<file path="src/rtl/joypad_port.sv">
`default_nettype none
// ============================================================================
//  Module   : joypad_port
//  Purpose  : NES-style $4016/$4017 controller port. Two standard pads (or a
//             power pad on port 1) are latched while strobe is high and then
//             read out serially, one bit per CPU read pulse.
//  Revision : 1.0  initial release
// ============================================================================
module joypad_port #(
  parameter logic FILL_BIT = 1'b1
) (
  input  logic        clk,
  input  logic        reset_n,
  input  logic        strobe,
  input  logic        rd0,
  input  logic        rd1,
  input  logic [7:0]  joy0,
  input  logic [7:0]  joy1,
  input  logic [11:0] powerpad,
  input  logic        powerpad_en,
  output logic        port0_d0,
  output logic        port1_d0,
  output logic        port1_d3,
  output logic        port1_d4
);

  localparam logic [3:0] CNT_MAX = 4'd8;

  // Both ports see the same strobe line, so they share one LOAD/SHIFT state.
  typedef enum logic [0:0] {
    ST_SHIFT = 1'b0,
    ST_LOAD  = 1'b1
  } state_t;

  state_t      state;
  state_t      state_nxt;
  logic        load_en;
  logic        shift0_en;
  logic        shift1_en;

  logic [7:0]  sr0;
  logic [7:0]  sr1;
  logic [7:0]  sr3;
  logic [7:0]  sr4;
  logic [3:0]  cnt0;
  logic [3:0]  cnt1;

  logic [7:0]  sr1_load;
  logic [7:0]  sr3_load;
  logic [7:0]  sr4_load;
  logic [7:0]  sr0_shift;
  logic [7:0]  sr1_shift;
  logic [7:0]  sr3_shift;
  logic [7:0]  sr4_shift;

  // State register: tracks strobe one clock late.
  always_ff @(posedge clk) begin
    if (!reset_n) begin
      state <= ST_SHIFT;
    end else begin
      state <= state_nxt;
    end
  end

  // Next state and per-port enables; a held strobe always reloads, and a
  // read while strobe is high never shifts.
  always_comb begin
    state_nxt = state;
    load_en   = 1'b0;
    shift0_en = 1'b0;
    shift1_en = 1'b0;
    unique case (state)
      ST_LOAD:  if (!strobe) state_nxt = ST_SHIFT;
      ST_SHIFT: if (strobe)  state_nxt = ST_LOAD;
      default:  state_nxt = ST_SHIFT;
    endcase
    if (strobe) begin
      load_en = 1'b1;
    end else begin
      shift0_en = rd0;
      shift1_en = rd1;
    end
  end

  // Parallel-load images; the power pad's wiring scrambles button order
  // across the D3 and D4 lines.
  always_comb begin
    sr1_load = powerpad_en ? 8'h00 : joy1;
    sr3_load = 8'h00;
    sr4_load = 8'h00;
    if (powerpad_en) begin
      sr3_load = {powerpad[6], powerpad[10], powerpad[9], powerpad[5],
                  powerpad[8], powerpad[4],  powerpad[0], powerpad[1]};
      sr4_load = {{4{FILL_BIT}}, powerpad[7], powerpad[11],
                  powerpad[2], powerpad[3]};
    end
  end

  // Shift images; once a port has delivered all eight bits the register is
  // simply refilled with FILL_BIT so the line stays parked there.
  always_comb begin
    sr0_shift = (cnt0 == CNT_MAX) ? {8{FILL_BIT}} : {FILL_BIT, sr0[7:1]};
    sr1_shift = (cnt1 == CNT_MAX) ? {8{FILL_BIT}} : {FILL_BIT, sr1[7:1]};
    sr3_shift = (cnt1 == CNT_MAX) ? {8{FILL_BIT}} : {FILL_BIT, sr3[7:1]};
    sr4_shift = (cnt1 == CNT_MAX) ? {8{FILL_BIT}} : {FILL_BIT, sr4[7:1]};
  end

  // Port 0 shift register and saturating read counter.
  always_ff @(posedge clk) begin
    if (!reset_n) begin
      sr0  <= {8{FILL_BIT}};
      cnt0 <= 4'd0;
    end else if (load_en) begin
      sr0  <= joy0;
      cnt0 <= 4'd0;
    end else if (shift0_en) begin
      sr0  <= sr0_shift;
      if (cnt0 != CNT_MAX) cnt0 <= cnt0 + 4'd1;
    end
  end

  // Port 1 shift registers (D0, D3, D4 move together) and read counter.
  always_ff @(posedge clk) begin
    if (!reset_n) begin
      sr1  <= {8{FILL_BIT}};
      sr3  <= {8{FILL_BIT}};
      sr4  <= {8{FILL_BIT}};
      cnt1 <= 4'd0;
    end else if (load_en) begin
      sr1  <= sr1_load;
      sr3  <= sr3_load;
      sr4  <= sr4_load;
      cnt1 <= 4'd0;
    end else if (shift1_en) begin
      sr1  <= sr1_shift;
      sr3  <= sr3_shift;
      sr4  <= sr4_shift;
      if (cnt1 != CNT_MAX) cnt1 <= cnt1 + 4'd1;
    end
  end

  // Serial data is the register LSB, visible in the same cycle as the read.
  assign port0_d0 = sr0[0];
  assign port1_d0 = sr1[0];
  assign port1_d3 = sr3[0];
  assign port1_d4 = sr4[0];

endmodule
`default_nettype wire

</file>
<file path="config.mk">
export PLATFORM = sky130hd
export DESIGN_NAME = joypad_port
export DESIGN_NICKNAME = d
export VERILOG_FILES = /design/src/rtl/joypad_port.sv
export SDC_FILE = /design/constraint.sdc
export NUM_CORES = 1
export LEC_CHECK = 0
export ABC_AREA = 1
export CORE_MARGIN = 1.5
export CORE_UTILIZATION = 56
export DETAILED_ROUTE_END_ITERATION = 8
export GPL_TIMING_DRIVEN = 1
export HOLD_SLACK_MARGIN = 0.12
export PLACE_DENSITY = 0.95
export SETUP_SLACK_MARGIN = 0.3
export SYNTH_ARGS = -nofsm -noshare
export SYNTH_HDL_FRONTEND = slang
export SYNTH_SLANG_ARGS = --single-unit
</file>
<file path="constraint.sdc">
create_clock -name clk -period 3.5 [get_ports clk]
set_input_delay 0.35 -clock clk [delete_from_list [all_inputs] [get_ports clk]]
set_output_delay 0.35 -clock clk [all_outputs]
set_load 0.01 [all_outputs]
</file>
# Word-level counts from Yosys, hierarchy flattened
# Index checks and enable logic that the tools add are counted.
[op_classes] bitwise=1 eq_ne=4 mux=18 n_reduce_logical=5 add_sub_neg=2
[op_table] cell="2-to-1 mux 8 bit" n=11
[op_table] cell="2-to-1 mux 7 bit" n=4
[op_table] cell="adder 4 x 1 -> 4 bit, second input constant" n=2
[op_table] cell="== test 4 bit, second input constant" n=2
[op_table] cell="inequality test 4 bit, second input constant" n=2
[op_table] cell="AND reduction 2 bit" n=2
[op_table] cell="nonzero test 2 bit" n=2
[op_table] cell="2-to-1 mux 1 bit" n=3
[op_table] cell="OR reduction 2 bit" n=1
[op_table] cell="inverter 1 bit" n=1
[totals] reg_bits=40 wordCells=36 output_inout_bits=4 inputBits=34

# Longest topological paths before layout
# Gate-level depths: netlist of the first run.
[logic_depth] depth_word=4 mapped_depth=9 depth_no_buf=8

# Worst setup path before layout of the first run
# Ideal clock, no wire load.
[synth_timing] path_kind="flip-flop to flip-flop" start="register cnt1[0]" end="register cnt1[0]" slack_ns=2.215 synth_period_minus_slack_ns=1.285 stages_incl_launch_ff=8 required_ns=3.384 path_buffers=1 setup_ns=0.116 t_arrival_ns=1.170 path_cell_list="dfxtp_1 -> inv_1 -> ha_1 -> nand3_2 -> buf_2 -> nand2_1 -> o21ai_0 -> nor2_1"
[synth_between] elab_chain_len=2 elab_cells_between_ends=3 cone_classes="1 x add/sub; 1 x eq/ne; 1 x reduce/logical"
[synth_rtl] item="from (decl)" line_no="46" text="logic [3:0] cnt1;"
[synth_rtl] item="from (signal assigned)" line_no="138" text="if (cnt1 != CNT_MAX) cnt1 <= cnt1 + 4'd1;"
[synth_rtl] item="branches (longest 2 deep; another with adder 4 x 1 -> 4 bit)"
# Several ways; the timed one is not identified.
# A chain may end at the register's enable or synchronous reset.

# Worst setup path in the final report of the first run
[layout_timing] start="input port strobe" end="register sr4[7]"
[layout_between] elab_chain_len=2 elab_cells_between_ends=4 cone_classes="3 x mux; 1 x reduce/logical"
[layout_rtl] item="from (decl)" line_no="14" text="input logic strobe,"
[layout_rtl] item="2-to-1 mux 1 bit (on tied branches)"
[layout_rtl] item="2-to-1 mux 8 bit / nonzero test 2 bit (equally long branches)"
[layout_rtl] item="to (signal assigned)" line_no="127" text="sr4 <= {8{FILL_BIT}};"
[layout_rtl] item="to (signal assigned)" line_no="132" text="sr4 <= sr4_load;"
[layout_rtl] item="to (signal assigned)" line_no="137" text="sr4 <= sr4_shift;"
[layout_rtl] item="to (decl)" line_no="44" text="logic [7:0] sr4;"
# Parallel ways exist; a longest one is shown, timed or not.

==> results of run 1 <==
power by group through the flow:
| stage | registers [mW] | logic [mW] | clock network, mW |
|---|---|---|---|
| floorplan | 0.512 | 0.101 | 0 |
| global placement | 0.512 | 0.162 | 0 |
| detailed placement | 0.513 | 0.166 | 0 |
| CTS | 0.503 | 0.168 | 0.304 |
| global route | 0.507 | 0.191 | 0.325 |
| finish | 0.503 | 0.168 | 0.301 |
final timing paths:
check | endpoint | from | slack [ns]
worst max-delay path | sr4[7]$_SDFFE_PN1P_ | strobe | 1.49
worst min-delay path | sr3[6]$_SDFFE_PN1P_ | sr3[6]$_SDFFE_PN1P_ | 0.48
worst max register to register | sr1[1]$_SDFFE_PN1P_ | cnt1[0]$_SDFFE_PP0P_ | 1.93
worst min register to register | sr3[6]$_SDFFE_PN1P_ | sr3[6]$_SDFFE_PN1P_ | 0.48
placed cells by master, fill, tap and decap left out:
cell type | Yosys | routed
bufinv_16 | 0 | 1
nand3_2 | 1 | 1
nand2_1 | 134 | 134
nand4_1 | 3 | 3
inv_1 | 34 | 34
o22ai_1 | 1 | 1
o21ai_0 | 13 | 13
o211ai_1 | 3 | 3
nor2_2 | 2 | 2
buf_4 | 1 | 2
clkdlybuf4s50_1 | 0 | 37
nor2_1 | 17 | 17
nand3_1 | 19 | 19
dfxtp_1 | 40 | 40
ha_1 | 4 | 4
clkinv_2 | 0 | 1
clkbuf_1 | 2 | 1
inv_2 | 3 | 3
clkbuf_4 | 0 | 5
a21boi_0 | 1 | 1
a21oi_1 | 33 | 33
Yosys cell counts:
master / number
a21boi_0: 1
a21oi_1: 33
buf_1: 1
buf_2: 9
buf_4: 1
buf_6: 1
clkbuf_1: 2
dfxtp_1: 40
ha_1: 4
inv_1: 34
inv_2: 3
nand2_1: 134
nand3_1: 19
nand3_2: 1
nand4_1: 3
nor2_1: 17
nor2_2: 2
o211ai_1: 3
o21ai_0: 13
o22ai_1: 1
area by class of cell:
class	count	area, um^2	share of cell area, %
Multi-Input combinational cell	231	1020	41.1
Sequential cell	40	801	32.3
Timing Repair Buffer	39	385	15.5
Inverter	37	139	5.60
Tap cell	46	57.6	2.32
Clock buffer	6	41.3	1.67
Clock inverter	2	35.0	1.41
worst max-delay path: cells and delay by family:
kind            cells  cell delay (ns)
buf+inv             2             1.01
simple gates        2             0.81
compound gates      1             0.08
metrics by stage:
step | setup slack [ns] | hold WS, ns | instance area (um^2) | power, mW | utilization, %
4_1_cts | 1.56 | 0.482 | 2480 | 0.975 | 72.6
6_report | 1.49 | 0.479 | 2480 | 0.972 | 72.6
2_1_floorplan | 2.21 | 0.419 | 2030 | 0.613 | -
3_5_place_dp | 1.18 | 0.454 | 2400 | 0.680 | 70.3
5_1_grt | 1.32 | 0.504 | 2480 | 1.02 | 72.6
3_3_place_gp | 1.26 | 0.450 | 2400 | 0.674 | 70.3
metal layers:
| layer | vias to the layer above | global-route usage, % | part of all wire, % |
|---|---|---|---|
| li1 | 1071 | - | - |
| met1 | 899 | 25.6 | 44 |
| met2 | 57 | 42.6 | 50 |
| met3 | 9 | 6.43 | 5.1 |
| met4 | 0 | 8.97 | 1.6 |
| met5 | - | 0 | 0 |
logic make-up after synthesis:
family	Yosys count	share of synthesized area [%]
buf+inv	51	10.5
flops	40	39.4
compound gates	51	13.1
simple gates	176	34.6
fa+ha+maj	4	2.46
sequential cells by signal, indices dropped and copies added (netlist names):
signal,flops
sr0,8
cnt1,4
sr1,8
cnt0,4
sr4,8
sr3,8
==> results.toml, run 1 <==
[min_path]
hold_depth = 2
hold_path.class = "register to register"

[run_status]
outcome = "complete, no violations"

[clock_network]
htree_num_levels = 2
postCtsHoldBufs = 0
clock_sinks = 40
clock-root-buffer = "clkbuf_4"
cts_resized = 0
post_cts_buffers = 0
cts_max_path_buffers = 2
cts_inserted_buffers = 5
path_clk_slew_ns = 0.12
cts_tree = "done"
clock_latency_ns = 0.36

[place]
port_buffers = 37
gp_congestion = 0.765
dp_hpwl_mm = 3.00
dp.cells = 393

[floorplanning]
initial_core_util_pct = 59.6
die_w_um = 63.3
dieArea_mm2 = 0.00400
dieHeight_um = 63.3
rows = 21
ios = 38
coreArea_mm2 = 0.00342

[critical_path]
cp.arrival_ns = 2.26
cp_slowest_cell = "clkdlybuf4s50_1"
r2r_cells = 8
startpoint_type = "primary input"
crit_required_ns = 3.75
path_max_fanout = 22
worstSetupPathType = "primary input to register"
cp_cell_sequence = "clkdlybuf4s50_1 > nor2_1 > inv_2 > nor2_1 > o21ai_0"
critPathMaxStageDelay_ns = 0.68
cpMostUsedCell = "nor2_1"
cp-end-kind = "register"

[synth]
yosysTopAreaCell = "dfxtp_1"
ys_ff_latch = 40
synth_area_per_cell_um2 = 6.32
synthDistinctLibCells = 20
syn_nets = 360
syn_area_mm2 = 0.00203
ys_seq_area_share_pct = 39.4
synth_top_area_share_pct = 39.4
synth_area_leaders = "dfxtp_1, nand2_1, a21oi_1, inv_1, nand3_1"
synth_cells = 322
yosys_warnings = 0

[drt]
first_pass_iters = 4
ant_nets = 0
wirelength_mm = 4.43
drcViolationCount = 0
routed_via_density = 5.08
drt_iter0_markers = 127
via_count = 2036
wl_per_cell_um = 11.0

[sta]
fin_tns_setup_ns = 0
hold_viol = 0
min_period_ns = 2.01
maxSlewViolCount = 0
clock_skew_ns = 0.00863
setup_viol = 0
fin_crit_sh_pct = 57.3
slew_headroom_pct = 54.4
fmax_ghz = 0.498
rsz0062_at_grt = "false"
tightestPinTransition_ns = 0.682

[pwr]
clkPwrFrac_pct = 31.0
internal-power_uw = 718
switching_share_pct = 26.2
p_per_area_mw_per_mm2 = 392
leakage_nw = 1.22
p_switching_uw = 254
comb_power_share_pct = 17.3
p_seq_share_pct = 51.8
ir_worst_vdd_uv = 247

[grt]
grt_antenna_before_repair = 0
grt_start_max_net_pins = 29
grt_overflow = 0
grt_usage_pct = 23.3
grt_pass1_vias = 1826
grt_pass1_wl_mm = 7.47

[layout]
fin_nets = 392
antenna_cells = 0
fin_cells = 401
drive_above_1_share_pct = 4.23
fillCellCount = 304
area_growth_pct = 21.8

[job]
maxCapViolations = 0
Note: power is estimated with default switching activity, not from simulation.
==> run 2, diff against run 1 <==
--- a/config.mk
+++ b/config.mk
@@ -7,11 +7,11 @@
 export LEC_CHECK = 0
 export ABC_AREA = 1
 export CORE_MARGIN = 1.5
-export CORE_UTILIZATION = 56
+export CORE_UTILIZATION = 52
 export DETAILED_ROUTE_END_ITERATION = 8
 export GPL_TIMING_DRIVEN = 1
 export HOLD_SLACK_MARGIN = 0.12
-export PLACE_DENSITY = 0.95
+export PLACE_DENSITY = 0.9
 export SETUP_SLACK_MARGIN = 0.3
 export SYNTH_ARGS = -nofsm -noshare
 export SYNTH_HDL_FRONTEND = slang
==> constraint.sdc (replaced) <==
create_clock -name clk -period 1.95 [get_ports clk]
set_input_delay 0.195 -clock clk [delete_from_list [all_inputs] [get_ports clk]]
set_output_delay 0.195 -clock clk [all_outputs]
set_load 0.01 [all_outputs]
==> results.toml, run 2 (synthesis results as in run 1) <==
[run_status]
outcome = "complete, no violations"

[grt]
grtUsageMet3_pct = 3.94
grt_overflow = 0
grt_start_max_net_pins = 29
grt-busiest-layer = "met2"
grtUsageMet1_pct = 25.9
grt_use_met2_pct = 38.8
grt_antenna_before_repair = 0
grt_pass1_vias = 1754
grt_usage_pct = 22.4
grt_pass1_wl_mm = 7.33

[critical_path]
rrSetupSlack_ns = 0.55
cp.arrival_ns = 1.63
crit_required_ns = 2.14
cp_slowest_cell = "clkdlybuf4s50_1"
cpMostUsedCell = "nor2_1"
cp-end-kind = "register"
critPathMaxStageDelay_ns = 0.44
startpoint_type = "primary input"
worstSetupPathType = "primary input to register"
cp.buffers_inverters = 2
path_max_fanout = 14
cp_cell_sequence = "clkdlybuf4s50_1 > buf_4 > nor2_1 > nand2_1 > o21ai_0 > nor2_1"
cp.depth = 6
cp_top_family = "buffers and inverters"
r2r_cells = 8

[place]
dp.cells = 399
gp_congestion = 0.770
port_buffers = 37
pre_cts_ws_ns = 0.105
dp_hpwl_mm = 3.15

[drt]
first_pass_iters = 4
routed_via_density = 5.10
drt_iter0_markers = 111
wl_per_cell_um = 11.2
wirelength_mm = 4.54
via_count = 2062
ant_nets = 0
drcViolationCount = 0

[pwr]
leakage_nw = 1.24
p_seq_share_pct = 52.9
power_mw = 1.71
switching_share_pct = 26.5
p_switching_uw = 452
internal-power_mw = 1.26
p_per_area_mw_per_mm2 = 680
comb_power_share_pct = 18.1
clkPwrFrac_pct = 29.1
ir_worst_vdd_uv = 349

[clock_network]
cts_max_path_buffers = 2
postCtsHoldBufs = 0
clock_latency_ns = 0.30
clock-root-buffer = "clkbuf_8"
htree_num_levels = 2
cts_inserted_buffers = 5
path_clk_slew_ns = 0.07
clock_sinks = 40
cts_tree = "done"

[layout]
fillCellCount = 356
fin_cells = 404
final_common_cell = "nand2_1"
layout_common_cells = "nand2_1, dfxtp_1, clkdlybuf4s50_1"
drive_above_1_share_pct = 5.06
fin_nets = 396
post-route-util_pct = 67.6
antenna_cells = 0
area_growth_pct = 23.6

[sta]
finalWorstSetupSlack_ns = 0.515
min_period_ns = 1.43
fmax_ghz = 0.697
rsz0062_at_grt = "false"
clock_skew_ns = 0.00524
maxSlewViolCount = 0
fin_crit_sh_pct = 73.6
slew_headroom_pct = 68.6
setup_viol = 0
hold_viol = 0
fin_tns_setup_ns = 0
tightestPinTransition_ns = 0.469

[min_path]
hold_depth = 2
hold_path.class = "register to register"

[floorplanning]
dieHeight_um = 65.6
coreArea_mm2 = 0.00372
ios = 38
initial_core_util_pct = 54.7
die_w_um = 65.6
rows = 22
dieArea_mm2 = 0.00430

[job]
maxCapViolations = 0
-- run 2: cell count changes in the layout (fill, tap and decap cells not counted) --
cell,previous run,this run
clkinv_2,1,0
clkbuf_8,0,5
nor2_1,17,16
buf_4,2,6
nand3_2,1,0
bufinv_16,1,0
nor2_2,2,3
clkbuf_4,5,0
clkbuf_1,1,0
nand3_4,0,1
-- run 2: final timing paths --
kind / startpoint / end
setup / recovery: strobe / cnt0[1]$_SDFFE_PP0P_
hold / removal: sr1[5]$_SDFFE_PN1P_ / sr1[5]$_SDFFE_PN1P_
setup reg to reg: cnt1[0]$_SDFFE_PP0P_ / sr4[3]$_SDFFE_PN1P_
hold reg to reg: sr1[5]$_SDFFE_PN1P_ / sr1[5]$_SDFFE_PN1P_
-- run 2: layout make-up --
| class | instances | area [um^2] | share of cell area, % |
|---|---|---|---|
| Sequential cell | 40 | 801 | 31.9 |
| Multi-Input combinational cell | 231 | 1030 | 41.0 |
| Tap cell | 48 | 60.1 | 2.39 |
| Timing Repair Buffer | 43 | 415 | 16.5 |
| Clock buffer | 5 | 68.8 | 2.74 |
| Inverter | 37 | 139 | 5.53 |
-- run 2: worst register-to-register path, cell delays in order (launching register included) --
cell and delay [ns]:
dfxtp_1 0.38, inv_1 0.07, ha_1 0.24, nand3_4 0.27
nand2_1 0.09, nand2_1 0.08, nand2_1 0.06, nand2_1 0.05
nand2_1 0.05
-- run 2: metal layers --
layer  vias to the layer above  part of all wire [%]
li1                       1080                     -
met1                       921                    45
met2                        54                    47
met3                         7                   5.2
met4                         0                   2.1
met5                         -                     0
-- run 2: repair_timing --
item	CTS	global route
setup endpoints to repair	0	9
gates resized for setup	0	2
buffers inserted	0	0
-- run 2: through the flow --
step | instance area, um^2 | hold slack [ns]
2_1_floorplan | 2030 | 0.264
3_3_place_gp | 2430 | 0.449
3_5_place_dp | 2430 | 0.453
4_1_cts | 2500 | 0.471
5_1_grt | 2510 | 0.491
6_report | 2510 | 0.468
-- run 2: power by group through the flow --
stage / registers, mW / logic (mW) / clock network, mW
2_1_floorplan: 0.919 / 0.182 / 0
3_3_place_gp: 0.919 / 0.296 / 0
3_5_place_dp: 0.921 / 0.306 / 0
4_1_cts: 0.903 / 0.308 / 0.504
5_1_grt: 0.909 / 0.348 / 0.538
6_report: 0.903 / 0.308 / 0.497
==> run 3, diff against run 2 <==
==> constraint.sdc (replaced) <==
create_clock -name clk -period 1.35 [get_ports clk]
set_input_delay 0.135 -clock clk [delete_from_list [all_inputs] [get_ports clk]]
set_output_delay 0.135 -clock clk [all_outputs]
set_load 0.01 [all_outputs]
==> results.toml, run 3 (synthesis results as in run 1) <==
[critical_path]
startpoint_type = "register"
cp_top_family = "flip-flops"
path_max_fanout = 5
crit_required_ns = 1.52
timing.rr.start = "cnt1[0]$_SDFFE_PP0P_"
cp.arrival_ns = 1.33
cp_cell_sequence = "inv_2 > ha_4 > buf_4 > nand2_2 > inv_1 > a21oi_2 > o21ai_1"
critPathMaxStageDelay_ns = 0.34
r2r_cells = 7
cp-end-kind = "register"
r2r_end = "sr4[5]$_SDFFE_PN1P_"
rrSetupSlack_ns = 0.19
worstSetupPathType = "register to register"
cp_slowest_cell = "dfxtp_2"
cp.buffers_inverters = 3

[min_path]
hold_path.class = "primary input to register"
hold_end = "cnt1[2]$_SDFFE_PP0P_"
hold_depth = 4
min-delay-start = "rd1"

[drt]
wirelength_mm = 5.52
routed_via_density = 5.23
first_pass_iters = 5
ant_nets = 0
drcViolationCount = 0
via_count = 2251
drt_iter0_markers = 136
wl_per_cell_um = 12.8

[layout]
fin_nets = 419
final_common_cell = "nand2_1"
area_growth_pct = 44.9
fillCellCount = 286
fin_cells = 430
drive_above_1_share_pct = 23.3
layout_common_cells = "nand2_1, dfxtp_1, clkdlybuf4s50_1"
antenna_cells = 0

[grt]
grt_pass1_vias = 2102
grt_use_met2_pct = 47.3
grt-busiest-layer = "met2"
grt_pass1_wl_mm = 8.74
grt_antenna_before_repair = 0
grtUsageMet1_pct = 29.2
grt_overflow = 0
grt_start_max_net_pins = 22
grtUsageMet3_pct = 5.65
grt_usage_pct = 26.0

[sta]
rsz0062_at_grt = "true"
clock_skew_ns = 0.00720
hold_ws_ns = 0.285
tightestPinTransition_ns = 0.290
fin_crit_sh_pct = 85.7
min_period_ns = 1.16
fmax_ghz = 0.864
maxSlewViolCount = 0
finalWorstSetupSlack_ns = 0.192
hold_viol = 0
setup_viol = 0
slew_headroom_pct = 80.6

[place]
gp_congestion = 0.796
dp.cells = 412
port_buffers = 37
pre_cts_ws_ns = -0.131
dp_hpwl_mm = 3.16

[floorplanning]
ios = 38
rows = 22
coreArea_mm2 = 0.00372
die_w_um = 65.6
dieHeight_um = 65.6
initial_core_util_pct = 54.7
dieArea_mm2 = 0.00430

[pwr]
clkPwrFrac_pct = 34.2
p_seq_share_pct = 46.5
switching_share_pct = 26.0
comb_power_share_pct = 19.3
ir_worst_vdd_uv = 645
internal-power_mw = 2.08
leakage_nw = 1.40
p_per_area_mw_per_mm2 = 954
power_mw = 2.81
p_switching_uw = 730

[clock_network]
cts_inserted_buffers = 5
cts_max_path_buffers = 2
clock_sinks = 40
path_clk_slew_ns = 0.07
clock_latency_ns = 0.29
postCtsHoldBufs = 0
clock-root-buffer = "clkbuf_8"
cts_tree = "done"
htree_num_levels = 2

[run_status]
outcome = "complete, no violations"

[job]
maxCapViolations = 0
-- run 3: changes by cell type in the layout (fill, tap and decap cells not counted), moves of 6 or more --
cell | before | now
buf_4 | 6 | 23
o21ai_0 | 13 | 1
nand2_1 | 134 | 119
o21ai_2 | 0 | 6
o21ai_1 | 0 | 6
clkdlybuf4s50_1 | 37 | 31
nand2_2 | 0 | 13
dfxtp_1 | 40 | 34
-- run 3: how the worst max path moves through the flow --
stage                     slack (ns)                    to  cells past startpoint                 start
after global placement         -0.08  cnt0[1]$_SDFFE_PP0P_                      7                strobe
after global routing            0.13   sr1[4]$_SDFFE_PN1P_                      8  cnt1[0]$_SDFFE_PP0P_
after CTS                       0.23   sr3[6]$_SDFFE_PN1P_                      8  cnt1[0]$_SDFFE_PP0P_
after floorplan                 0.26  cnt1[0]$_SDFFE_PP0P_                      7  cnt1[0]$_SDFFE_PP0P_
after detailed placement       -0.13  cnt0[0]$_SDFFE_PP0P_                      7                strobe
final                           0.19   sr4[5]$_SDFFE_PN1P_                      7  cnt1[0]$_SDFFE_PP0P_
-- run 3: tightest hold or removal path: stages --
cell,delay (ns)
dlymetal6s2s_1,0.17
nand4_1,0.12
nand2_1,0.07
a21oi_1,0.04
-- run 3: cell type report --
| cell class | instances | area [um^2] | area share [%] |
|---|---|---|---|
| repair buffers | 63 | 582 | 19.7 |
| well taps | 48 | 60.1 | 2.04 |
| flip-flops and latches | 40 | 811 | 27.5 |
| multi-input cells | 234 | 1250 | 42.4 |
| clock buffers | 6 | 72.6 | 2.46 |
| inverters | 37 | 139 | 4.71 |
| clock inverters | 2 | 35.0 | 1.19 |
-- run 3: per-layer routing --
| metal | share of wire [%] | routed length (um) |
|---|---|---|
| met4 | 1.6 | 86 |
| met3 | 4.3 | 240 |
| met1 | 42 | 2330 |
| met5 | 0 | 0 |
| met2 | 52 | 2860 |
-- run 3: metrics by stage --
stage | TNS [ns] | util (%) | instance area (um^2)
3_5_place_dp | -2.49 | 69.3 | 2580
3_3_place_gp | -1.22 | 69.3 | 2580
5_1_grt | 0 | 79.3 | 2950
6_report | 0 | 79.3 | 2950
2_1_floorplan | 0 | - | 2080
4_1_cts | 0 | 75.8 | 2820
-- run 3: timing repair --
action                                  4_1_cts  5_1_grt
setup buffers                                 4        3
pin swaps                                     7        9
endpoints found under the hold margin         0        0
gates cloned                                  3        0
gates resized for setup                      33       38
endpoints found under the setup margin       41       41
-- run 3: power by group through the flow --
| stage | clock, mW | combinational (mW) | sequential [mW] |
|---|---|---|---|
| 3_3_place_gp | 0 | 0.468 | 1.33 |
| 5_1_grt | 1.03 | 0.602 | 1.32 |
| 3_5_place_dp | 0 | 0.480 | 1.33 |
| 6_report | 0.963 | 0.541 | 1.31 |
| 2_1_floorplan | 0 | 0.269 | 1.33 |
| 4_1_cts | 0.968 | 0.500 | 1.30 |
